===== config.mk =====
export PLATFORM = sky130hd
export DESIGN_NAME = nonce_search_ctrl
export DESIGN_NICKNAME = d
export VERILOG_FILES = /design/src/rtl/mining_pkg.sv /design/src/rtl/nonce_range_counter.sv /design/src/rtl/nonce_search_ctrl.sv
export SDC_FILE = /design/constraint.sdc
export NUM_CORES = 1
export LEC_CHECK = 0
export ABC_AREA = 1
export BUFFER_PORTS_ARGS = -buffer_cell sky130_fd_sc_hd__buf_2
export CAP_MARGIN = 10
export CORE_AREA = 2 2 267 269
export CTS_CLUSTER_DIAMETER = 120
export DETAILED_ROUTE_END_ITERATION = 16
export DIE_AREA = 0 0 269 271
export PLACE_DENSITY = 0.51
export SLEW_MARGIN = 0
export SYNTH_ARGS = -nofsm -noshare
export SYNTH_HDL_FRONTEND = slang
export SYNTH_SLANG_ARGS = --single-unit

===== constraint.sdc =====
create_clock -name clk -period 4.75 [get_ports clk]
set_input_delay 0.95 -clock clk [delete_from_list [all_inputs] [get_ports clk]]
set_output_delay 0.95 -clock clk [all_outputs]
set_load 0.005 [all_outputs]

===== src/rtl/mining_pkg.sv =====
// Shared types and default widths for the nonce-search datapath.
package mining_pkg;

    localparam int NONCE_W_DEF = 32;
    localparam int HASH_W_DEF  = 256;

    typedef enum logic [2:0] {
        S_IDLE,
        S_ISSUE,
        S_WAIT,
        S_CHECK,
        S_EVAL,
        S_DONE
    } search_state_t;

endpackage


===== src/rtl/nonce_range_counter.sv =====
// Nonce walker: loads start/end, steps mod 2^NONCE_W, flags the inclusive end.
module nonce_range_counter #(
    parameter int NONCE_W = 32
) (
    input  logic               clk,
    input  logic               reset_n,
    input  logic               load,
    input  logic               advance,
    input  logic [NONCE_W-1:0] start_val,
    input  logic [NONCE_W-1:0] end_val,
    output logic [NONCE_W-1:0] count,
    output logic               last
);

    logic [NONCE_W-1:0] end_q;

    always_ff @(posedge clk) begin
        if (!reset_n) begin
            count <= '0;
            end_q <= '0;
        end else if (load) begin
            count <= start_val;
            end_q <= end_val;
        end else if (advance) begin
            count <= count + 1'b1;
        end
    end

    // End is inclusive, so a full-range walk (end = start-1) covers every nonce.
    assign last = (count == end_q);

endmodule


===== src/rtl/nonce_search_ctrl.sv =====
// Nonce-search pass sequencer between host config and the hash core / target checker.
// Optional attempts counter enabled by defining NONCE_SEARCH_STATS_EN.
module nonce_search_ctrl
    import mining_pkg::*;
#(
    parameter int NONCE_W = NONCE_W_DEF,
    parameter int HASH_W  = HASH_W_DEF
) (
    input  logic               clk,
    input  logic               reset_n,
    input  logic               start,
    input  logic               stop,
    input  logic [NONCE_W-1:0] nonce_start,
    input  logic [NONCE_W-1:0] nonce_end,
    input  logic [HASH_W-1:0]  target_in,
    output logic               hash_start,
    output logic [NONCE_W-1:0] hash_nonce,
    input  logic               hash_done,
    output logic               chk_enable,
    output logic [HASH_W-1:0]  chk_target,
    input  logic               chk_valid,
    output logic               busy,
    output logic               found,
    output logic               exhausted,
    output logic [NONCE_W-1:0] golden_nonce,
    output logic [31:0]        attempts
);

    // state   | meaning
    // IDLE    | waiting for start
    // ISSUE   | hash_start pulse for current nonce
    // WAIT    | waiting for hash core completion
    // CHECK   | chk_enable pulse to target checker
    // EVAL    | sample checker verdict, advance or finish
    // DONE    | found/exhausted held until next start or stop

    search_state_t state, state_next;

    logic accept;
    logic hit;
    logic range_end;
    logic advance;
    logic last;

    nonce_range_counter #(.NONCE_W(NONCE_W)) u_range (
        .clk       (clk),
        .reset_n   (reset_n),
        .load      (accept),
        .advance   (advance),
        .start_val (nonce_start),
        .end_val   (nonce_end),
        .count     (hash_nonce),
        .last      (last)
    );

    always_comb begin
        state_next = state;
        accept     = 1'b0;
        hit        = 1'b0;
        range_end  = 1'b0;
        advance    = 1'b0;
        if (stop) begin
            state_next = S_IDLE;
        end else begin
            case (state)
                S_IDLE, S_DONE: begin
                    if (start) begin
                        accept     = 1'b1;
                        state_next = S_ISSUE;
                    end
                end
                S_ISSUE: state_next = S_WAIT;
                S_WAIT: begin
                    if (hash_done) state_next = S_CHECK;
                end
                S_CHECK: state_next = S_EVAL;
                S_EVAL: begin
                    if (chk_valid) begin
                        hit        = 1'b1;
                        state_next = S_DONE;
                    end else if (last) begin
                        range_end  = 1'b1;
                        state_next = S_DONE;
                    end else begin
                        advance    = 1'b1;
                        state_next = S_ISSUE;
                    end
                end
                default: state_next = S_IDLE;
            endcase
        end
    end

    // Pulses and flags are registered from the next state so they line up with it.
    always_ff @(posedge clk) begin
        if (!reset_n) begin
            state        <= S_IDLE;
            hash_start   <= 1'b0;
            chk_enable   <= 1'b0;
            busy         <= 1'b0;
            found        <= 1'b0;
            exhausted    <= 1'b0;
            chk_target   <= '0;
            golden_nonce <= '0;
        end else begin
            state      <= state_next;
            hash_start <= (state_next == S_ISSUE);
            chk_enable <= (state_next == S_CHECK);
            busy       <= (state_next == S_ISSUE) || (state_next == S_WAIT) ||
                          (state_next == S_CHECK) || (state_next == S_EVAL);
            if (stop || accept) begin
                found     <= 1'b0;
                exhausted <= 1'b0;
            end else begin
                if (hit)       found     <= 1'b1;
                if (range_end) exhausted <= 1'b1;
            end
            if (accept) chk_target   <= target_in;
            if (hit)    golden_nonce <= hash_nonce;
        end
    end

`ifdef NONCE_SEARCH_STATS_EN
    logic [31:0] attempts_q;

    always_ff @(posedge clk) begin
        if (!reset_n) begin
            attempts_q <= '0;
        end else if (accept) begin
            attempts_q <= '0;
        end else if (state == S_EVAL && !stop && attempts_q != 32'hFFFF_FFFF) begin
            attempts_q <= attempts_q + 32'd1;
        end
    end

    assign attempts = attempts_q;
`else
    assign attempts = 32'd0;
`endif

endmodule

==> results of run 1 <==
[registers in the layout (all words and copies together) (netlist names)]
register       count
exhausted          1
hash_start         1
chk_enable         1
u_range.count     32
u_range.end_q     32
found              1
busy               1
state              3
chk_target       256
golden_nonce      32
[worst paths after layout]
check / endpoint / depth (start not counted) / startpoint / slack [ns]
setup reg to reg: u_range.count[13] / 12 / u_range.count[0] / 2.25
setup / recovery: u_range.count[13] / 12 / u_range.count[0] / 2.25
hold / removal: golden_nonce[4] / 2 / golden_nonce[4] / 0.46
hold reg to reg: golden_nonce[4] / 2 / golden_nonce[4] / 0.46
[final cells by class]
type	instances	area, sq um
fill	7811	50200
sequential	360	7207
multi-input combinational	1411	6195
timing repair buffer	659	3390
clock buffer	68	1323
tap	940	1176
inverter	61	239.0
clock inverter	7	38.79
antenna	7	17.52
[cell families (layout without fill, tap and decap cells)]
group | count (synthesis) | count (layout)
buffers and inverters | 218 | 795
AOI/OAI and AO/OA | 387 | 387
and+or+nand+nor | 950 | 950
other | 1 | 39
DFF | 360 | 360
adders and majority gates | 1 | 1
xor gates and xnor gates | 41 | 41
[critical path, cell delays in order (launching register included)]
cell and delay, ns:
dfxtp_1 0.55, nand2_1 0.08, nand2_1 0.08, nand2_1 0.09, nor2_1 0.16, nand2_1 0.08, nor2_2 0.22, nand2_2 0.11
nand3_4 0.13, nand2_4 0.24, inv_4 0.35, nand2_1 0.09, a21oi_1 0.17
[power by group through the flow]
| stage | sequential, mW | clock, mW | combinational, mW |
|---|---|---|---|
| final | 3.34 | 3.20 | 0.875 |
| after global routing | 3.36 | 3.45 | 0.992 |
| after floorplan | 3.39 | 0 | 0.432 |
| after CTS | 3.34 | 3.32 | 0.888 |
| after detailed placement | 3.40 | 0 | 0.885 |
| after global placement | 3.40 | 0 | 0.885 |
[per-layer routing]
layer  vias up  GRT usage  wire [um]
met4         4    0.06096       2037
met5         -          0         30
met2       542     0.2502      26970
li1       7331          -          -
met3       120    0.04560       4771
met1      6650     0.1829      23970
[metrics by stage]
| stage | setup WS, ns | cells | power (mW) | hold WS, ns | cell area [sq um] |
|---|---|---|---|---|---|
| 3_5_place_dp | 2.171 | 3431 | 4.285 | 0.4523 | 18210 |
| 2_1_floorplan | 2.841 | 1989 | 3.826 | 0.4404 | 14440 |
| 6_report | 2.248 | 3513 | 7.417 | 0.4621 | 19590 |
| 3_3_place_gp | 2.213 | 3431 | 4.286 | 0.4539 | 18210 |
| 5_1_grt | 2.055 | 3513 | 7.801 | 0.4762 | 19590 |
| 4_1_cts | 2.256 | 3506 | 7.547 | 0.4610 | 19570 |
[layout by cell type (no fill, tap or decap), types with 2 or more instances in the layout]
| cell type | n |
|---|---|
| nand4_1 | 9 |
| a21oi_1 | 58 |
| inv_1 | 55 |
| diode_2 | 7 |
| nand2_2 | 4 |
| clkbuf_16 | 45 |
| conb_1 | 32 |
| nor3_2 | 3 |
| dfxtp_1 | 360 |
| inv_2 | 4 |
| o31ai_1 | 3 |
| buf_12 | 5 |
| or2_2 | 2 |
| xnor2_1 | 22 |
| xnor2_2 | 2 |
| nor2_4 | 2 |
| nor2_1 | 697 |
| xor2_1 | 17 |
| clkbuf_1 | 12 |
| buf_2 | 649 |
| buf_4 | 4 |
| nand3_1 | 33 |
| nor3_1 | 15 |
| clkinv_2 | 6 |
| a31oi_1 | 2 |
| o21ai_0 | 319 |
| nand2_1 | 180 |
| clkbuf_8 | 11 |
| nor2_2 | 2 |
==> metrics, run 1 <==
data required time at the worst endpoint=5.20 ns; largest cells by area after synthesis=dfxtp_1 50%, nor2_1 18%, o21ai_0 11%; Netlist cell types=36; share of layout cells above drive strength 1=0.2911; die width=269 um; worst skew pair latency=0.55 ns; fin crit share=0.5267; Layout Utilization=0.2806; outcome=finished, final reports clean; row cnt=97; max-cap violations=0; Core ar.=69790 sq um; IO Port Bufs=650; Synth Instances=1958; Slew Viols, Final=0; clock tree sinks=360; Pleak=9.533 nW; pwr dens=378.7 nW/um^2; critical path type=reg2reg; Hold Fails Final Rpt=0; CTS tree=built; Worst-path clk slew=0.05 ns; worst vdd ir=0.2762 mV; CTS H-tree lvls=2; Hold Crit Class=reg2reg; GR Overflow Total=0; Nets=2864; adder-cell share of the synthesized area=0.0008736; xor/xnor cell area share of the yosys netlist=0.02612; largest fanout on the critical path=33; Synth Register Bits=360; via count=14650; CTS root buffer=clkbuf_16; crit path DAT=2.95 ns; largest family of logic cells by synthesized area=simple AND/OR/NAND/NOR gates; Post-Syn Area per Cell=7.315 sq um; RSZ-0062 raised after global routing=no; area delta synth->final=36.74%; Vias/cell=4.169; asr flop ratio synth=0; hpwl dp=41790 um; largest net degree at the start of global routing=182; drt first pass iters=5; # IOs=683; Synth top area share=0.5032; Synth Flop Type=dfxtp_1; Gate power share=0.118; initial DRC count=825; initial antenna violation count=18; register area share after synthesis=0.5032; Setup crit start kind=register; # hold bufs at CTS=0; largest area contributor in the netlist=dfxtp_1; CP Capture Type=register; clock share of power=0.432; final setup fails=0; number of synthesized flops with an enable pin=0; antenna viol nets, final=0; mux cell area share after synthesis=0; initial core utilization=0.2052; Placer Congestion=0.8634; Global Route Usage Sum=0.1517; synth warn=0; Pint=5.478 mW; sw power=1.939 mW; min Tclk post-route=2.502 ns; Tightest Pin Transition=0.9683 ns; most common cell in the netlist=nor2_1; vias in the first global route=14180; global-route wire length before repair=85190 um; Max-Slew Margin vs Limit=0.3535; Reg power frac=0.450; final WL=57780 um; # resized after CTS=0; Setup TNS=0 ns; fmax=0.3997 GHz; Compound-Gate Fraction of Synth Area=0.1369; Die Area=72900 sq um; Num CTS Buffers=44; sw frac=0.2614; Synth Area in Simple Gates=0.2601; Die Y=271 um; Fin Clk Skew=0.01524 ns; DRC=0; Syn Std Cell Area=14320 sq um; Post-synth top cells=697 x nor2_1, 360 x dfxtp_1, 319 x o21ai_0, 181 x nand2_1, 79 x clkbuf_1; Post-CTS Setup Repair Bufs=0; WL/cell=16.45 um; clock buffer depth=3
(Power assumes the default switching activity.)
==> run 2: changes to the inputs <==
PLACE_DENSITY = 0.52   (was 0.51)
clock period = 2.1 ns   (was 4.75 ns; I/O delays follow)
==> run 2 against run 1 <==
Compared with the run above:
- clock skew grew 0.00078 ns
- utilization is 1.3 points higher
- critical path type unchanged
- final area increased by 4.7%
- highest routed layer unchanged
- total power is 140% higher
- clock-buffer cell count fell by 7
- sequential power rose by 130%
==> metrics, run 2 (synthesis results as in run 1) <==
outcome=finished, final reports clean (unchanged); Gate power share=0.125 (was 0.118); WL/cell=16.61 um (was 16.45 um); clock tree sinks=360 (unchanged); initial DRC count=910 (was 825); Fin Clk Skew=0.01602 ns (was 0.01524 ns); pwr dens=854.0 nW/um^2 (was 378.7 nW/um^2); worst setup margin=0.1936 ns (was 2.248 ns); sw power=4.564 mW (was 1.939 mW); fin crit share=0.9078 (was 0.5267); Num CTS Buffers=45 (was 44); sw frac=0.2607 (was 0.2614); via count=15000 (was 14650); Pint=12.94 mW (was 5.478 mW); Slew Viols, Final=0 (unchanged); most common cell after layout, fill and taps aside=nor2_1 (unchanged); antenna viol nets, final=0 (unchanged); DP Area=18980 sq um (was 18210 sq um); crit path cell chain=inv_1 -> nand2_1 -> o21ai_2 -> nand2_1 -> nor2_4 -> buf_12 -> buf_4 -> nand2_1 -> nand3_1 -> nand2_1 -> nor2_1 (was nand2_1 -> nand2_1 -> nand2_1 -> nor2_1 -> nand2_1 -> nor2_2 -> nand2_2 -> nand3_4 -> nand2_4 -> inv_4 -> nand2_1 -> a21oi_1); # IOs=683 (unchanged); Nets=2951 (was 2864); die width=269 um (unchanged); min Tclk post-route=1.906 ns (was 2.502 ns); Top delay family on crit path=simple AND/OR/NAND/NOR gates (unchanged); vias in the first global route=14560 (was 14180); final WL=59810 um (was 57780 um); IO Port Bufs=650 (unchanged); Layout Utilization=0.2937 (was 0.2806); CP Capture Type=register (unchanged); max incr delay on CP=0.33 ns (was 0.55 ns); worst hold slack=0.08555 ns (was 0.4621 ns); Final Cell Area=20500 sq um (was 19590 sq um); Global Route Usage Sum=0.1578 (was 0.1517); Crit path buffers/inverters=3 (was 1); worst skew pair latency=0.55 ns (about the same); Reg power frac=0.429 (was 0.450); clock buffer depth=3 (unchanged); fmax=0.5246 GHz (was 0.3997 GHz); Core ar.=69790 sq um (unchanged); RSZ-0062 raised after global routing=no (unchanged); Die Y=271 um (unchanged); share of layout cells above drive strength 1=0.3186 (was 0.2911); Placer Congestion=0.9056 (was 0.8634); global-route wire length before repair=88680 um (was 85190 um); Setup crit start kind=register (unchanged); GR Overflow Total=0 (unchanged); Most common cell on crit path=nand2_1 (unchanged); CTS root buffer=clkbuf_16 (unchanged); worst vdd ir=0.5359 mV (was 0.2762 mV); initial antenna violation count=16 (was 18); FILL cells=7726 (was 7811); largest net degree at the start of global routing=80 (was 182); CP max stage cell=dfxtp_1 (unchanged); initial core utilization=0.2052 (unchanged); Setup TNS=0 ns (unchanged); max-cap violations=0 (unchanged); Hold Crit Class=in2reg (was reg2reg); Die Area=72900 sq um (unchanged); row cnt=97 (unchanged); Largest Register=chk_target (unchanged); CTS H-tree lvls=2 (unchanged); crit path DAT=2.39 ns (was 2.95 ns); Multi-input gate area=6215 sq um (was 6195 sq um); Hold Fails Final Rpt=0 (unchanged); Worst Setup Slack post-DPL=0.1307 ns (was 2.171 ns); placed insts=3517 (was 3431); clock share of power=0.446 (was 0.432); Post-CTS Setup Repair Bufs=0 (unchanged); final setup fails=0 (unchanged); drt first pass iters=5 (unchanged); Storage cell area=7208 sq um (was 7207 sq um); max FFs per register=256 (unchanged); data required time at the worst endpoint=2.59 ns (was 5.20 ns); Non-Filler Instances=3602 (was 3513); Pleak=10.05 nW (was 9.533 nW); setup slack, reg-to-reg=0.19 ns (was 2.25 ns); CTS tree=built (unchanged); DRC=0 (unchanged); Worst-path clk slew=0.06 ns (was 0.05 ns); Power Total=17.51 mW (was 7.417 mW); Vias/cell=4.165 (was 4.169); most frequent cells in the layout=695 x nor2_1, 649 x buf_2, 359 x dfxtp_1, 319 x o21ai_0, 180 x nand2_1 (was 697 x nor2_1, 649 x buf_2, 360 x dfxtp_1, 319 x o21ai_0, 180 x nand2_1); critical path type=reg2reg (unchanged); hpwl dp=45700 um (was 41790 um); largest fanout on the critical path=59 (was 33); area delta synth->final=43.12% (was 36.74%)
==> run 2: timing repair <==
| item | CTS | global route |
|---|---|---|
| endpoints found under the setup margin | 0 | 23 |
| gates resized for setup | 0 | 8 |
| hold buffers | 0 | 0 |
==> run 2: worst paths after layout <==
| check | start | endpoint | cells past startpoint |
|---|---|---|---|
| worst max-delay path | state[0] | u_range.count[17] | 11 |
| worst min-delay path | target_in[161] | chk_target[161] | 3 |
| worst max register to register | state[0] | u_range.count[17] | 11 |
| worst min register to register | exhausted | exhausted | 2 |
==> run 2: worst register-to-register path, delay by kind of cell (launching register included) <==
family | cells | cell delay [ns]
compound gates | 1 | 0.14
simple gates | 7 | 0.71
flops | 1 | 0.33
buf+inv | 3 | 0.67
==> run 2: routing by layer <==
layer	GRT usage	part of all wire	vias to the layer above
met4	0.04883	0.022	4
met2	0.2723	0.49	570
li1	-	-	7519
met1	0.1912	0.41	6826
met3	0.03914	0.072	85
met5	0	0.00035	-
==> run 2: layout make-up <==
cell class | instances | share of cell area
multi-input combinational | 1411 | 0.3032
inverter | 61 | 0.01178
clock inverter | 17 | 0.01013
sequential | 360 | 0.3516
timing repair buffer | 745 | 0.2033
clock buffer | 61 | 0.06177
tap | 940 | 0.05738
antenna | 7 | 0.0008545
==> run 2: power groups by stage <==
stage	logic (mW)	registers, mW	clock network (mW)
after floorplan	0.976	7.68	0
after global placement	2.21	7.65	0
after detailed placement	2.21	7.65	0
after CTS	2.22	7.51	8.03
after global routing	2.46	7.56	8.32
final	2.19	7.52	7.80
==> run 3: changes to the inputs <==
CTS_BUF_LIST = sky130_fd_sc_hd__clkbuf_4 sky130_fd_sc_hd__clkbuf_8 sky130_fd_sc_hd__clkbuf_16   (was not set)
==> run 3 against run 2 <==
Compared with the run above:
- flip-flop and latch count unchanged
- largest cell class unchanged
- die area unchanged
- sequential power about the same
- critical path depth unchanged
- routed wire length up 0.12%
- global-route usage about the same
- largest power group unchanged
- clock skew about the same
==> metrics, run 3 (synthesis results as in run 1) <==
Worst R2R Path Depth=11 (unchanged); final setup fails=0 (unchanged); most common cell after layout, fill and taps aside=nor2_1 (unchanged); initial DRC count=833 (was 910); clock buffer depth=3 (unchanged); global-route wire length before repair=88730 um (was 88680 um); via count=15090 (was 15000); IO Port Bufs=650 (unchanged); drt first pass iters=5 (unchanged); worst setup margin=0.1742 ns (was 0.1936 ns); final WL=59890 um (was 59810 um); Hold Fails Final Rpt=0 (unchanged); Placer Congestion=0.9056 (unchanged); data required time at the worst endpoint=2.59 ns (about the same); clock tree sinks=360 (unchanged); initial core utilization=0.2052 (unchanged); Layout Utilization=0.2942 (was 0.2937); Setup crit start kind=register (unchanged); RR Endpoint=u_range.count[17] (unchanged); Setup TNS=0 ns (unchanged); area delta synth->final=43.35% (was 43.12%); Fin Clk Skew=0.01626 ns (was 0.01602 ns); Power Total=17.62 mW (was 17.51 mW); worst hold slack=0.08501 ns (was 0.08555 ns); CP Capture Type=register (unchanged); DRC=0 (unchanged); Slew Viols, Final=0 (unchanged); Die Area=72900 sq um (unchanged); Global Route Usage Sum=0.1579 (was 0.1578); largest net degree at the start of global routing=80 (unchanged); Reg-to-Reg Start=state[0] (unchanged); largest fanout on the critical path=59 (unchanged); crit path cell chain=inv_1 -> nand2_1 -> o21ai_2 -> nand2_1 -> nor2_4 -> buf_12 -> buf_4 -> nand2_1 -> nand3_1 -> nand2_1 -> nor2_1 (unchanged); pwr dens=858.1 nW/um^2 (was 854.0 nW/um^2); outcome=finished, final reports clean (unchanged); Most common cell on crit path=nand2_1 (unchanged); Largest Register=chk_target (unchanged); Critical Path Source=state[0] (unchanged); WL/cell=16.62 um (was 16.61 um); crit path DAT=2.41 ns (was 2.39 ns); worst vdd ir=0.5426 mV (was 0.5359 mV); die width=269 um (unchanged); CP endpoint=u_range.count[17] (unchanged); critical path type=reg2reg (unchanged); row cnt=97 (unchanged); GR Overflow Total=0 (unchanged); Final Cell Area=20530 sq um (was 20500 sq um); FILL cells=7725 (was 7726); Worst-path clk slew=0.06 ns (about the same); Pleak=10.08 nW (was 10.05 nW); Die Y=271 um (unchanged); RSZ-0062 raised after global routing=no (unchanged); CTS root buffer=clkbuf_16 (unchanged); Nets=2951 (unchanged); Core ar.=69790 sq um (unchanged); CP max stage cell=dfxtp_1 (unchanged); fin crit share=0.9170 (was 0.9078); CTS H-tree lvls=2 (unchanged); Non-Filler Instances=3603 (was 3602); share of layout cells above drive strength 1=0.3217 (was 0.3186); setup slack, reg-to-reg=0.17 ns (was 0.19 ns); max incr delay on CP=0.34 ns (was 0.33 ns); fmax=0.5193 GHz (was 0.5246 GHz); max FFs per register=256 (unchanged); hpwl dp=45700 um (unchanged); worst skew pair latency=0.55 ns (about the same); max-cap violations=0 (unchanged); initial antenna violation count=16 (unchanged); most frequent cells in the layout=695 x nor2_1, 649 x buf_2, 359 x dfxtp_1, 319 x o21ai_0, 180 x nand2_1 (unchanged); Worst Setup Slack post-DPL=0.1307 ns (unchanged); CTS tree=built (unchanged); Num CTS Buffers=45 (unchanged); Vias/cell=4.189 (was 4.165); vias in the first global route=14560 (about the same); DP Area=18980 sq um (unchanged); min Tclk post-route=1.926 ns (was 1.906 ns); placed insts=3517 (unchanged); # hold bufs at CTS=0 (unchanged); # IOs=683 (unchanged); Hold Crit Class=in2reg (unchanged); antenna viol nets, final=0 (unchanged)
==> run 3: worst min-delay path by stage <==
stage	startpoint	endpoint	cells after the start	slack (ns)
2_1_floorplan	found	found	2	0.44
6_report	target_in[145]	chk_target[145]	3	0.09
3_5_place_dp	exhausted	exhausted	2	0.44
4_1_cts	target_in[135]	chk_target[135]	3	0.04
5_1_grt	target_in[161]	chk_target[161]	3	0.05
3_3_place_gp	exhausted	exhausted	2	0.44
==> run 3: critical path, delay by kind of cell, from the launching register on <==
family	cells	cell delay, ns
AND/OR/NAND/NOR	7	0.72
buffers and inverters	3	0.61
flip-flops	1	0.34
AO/OA/AOI/OAI	1	0.15
==> run 3: routing by layer <==
layer  track usage  vias to the layer above  wire, um  part of all wire
met5             0                        -        21           0.00035
met4       0.04883                        4      1280             0.021
met3       0.03896                       80      4203             0.070
met2        0.2722                      560     29420              0.49
met1        0.1916                     6921     24960              0.42
li1              -                     7527         -                 -
==> run 3: what timing repair did <==
| item | in CTS | in global routing |
|---|---|---|
| resized for setup | 0 | 8 |
| setup endpoints to repair | 0 | 23 |
| buffers inserted | 0 | 0 |
==> run 3: layout make-up <==
cell class / count / area (sq um) / area share
antenna: 8 / 20.02 / 0.0009751
clock buffer: 61 / 1296 / 0.06314
clock inverter: 17 / 207.7 / 0.01012
inverter: 61 / 241.5 / 0.01176
multi-input combinational: 1411 / 6215 / 0.3027
sequential: 360 / 7208 / 0.3511
tap: 940 / 1176 / 0.05729
timing repair buffer: 745 / 4167 / 0.2029
==> run 3: report_power, final <==
group	internal (mW)	switching [mW]
clock	4.82	3.10
sequential	7.28	0.237
combinational	0.951	1.24
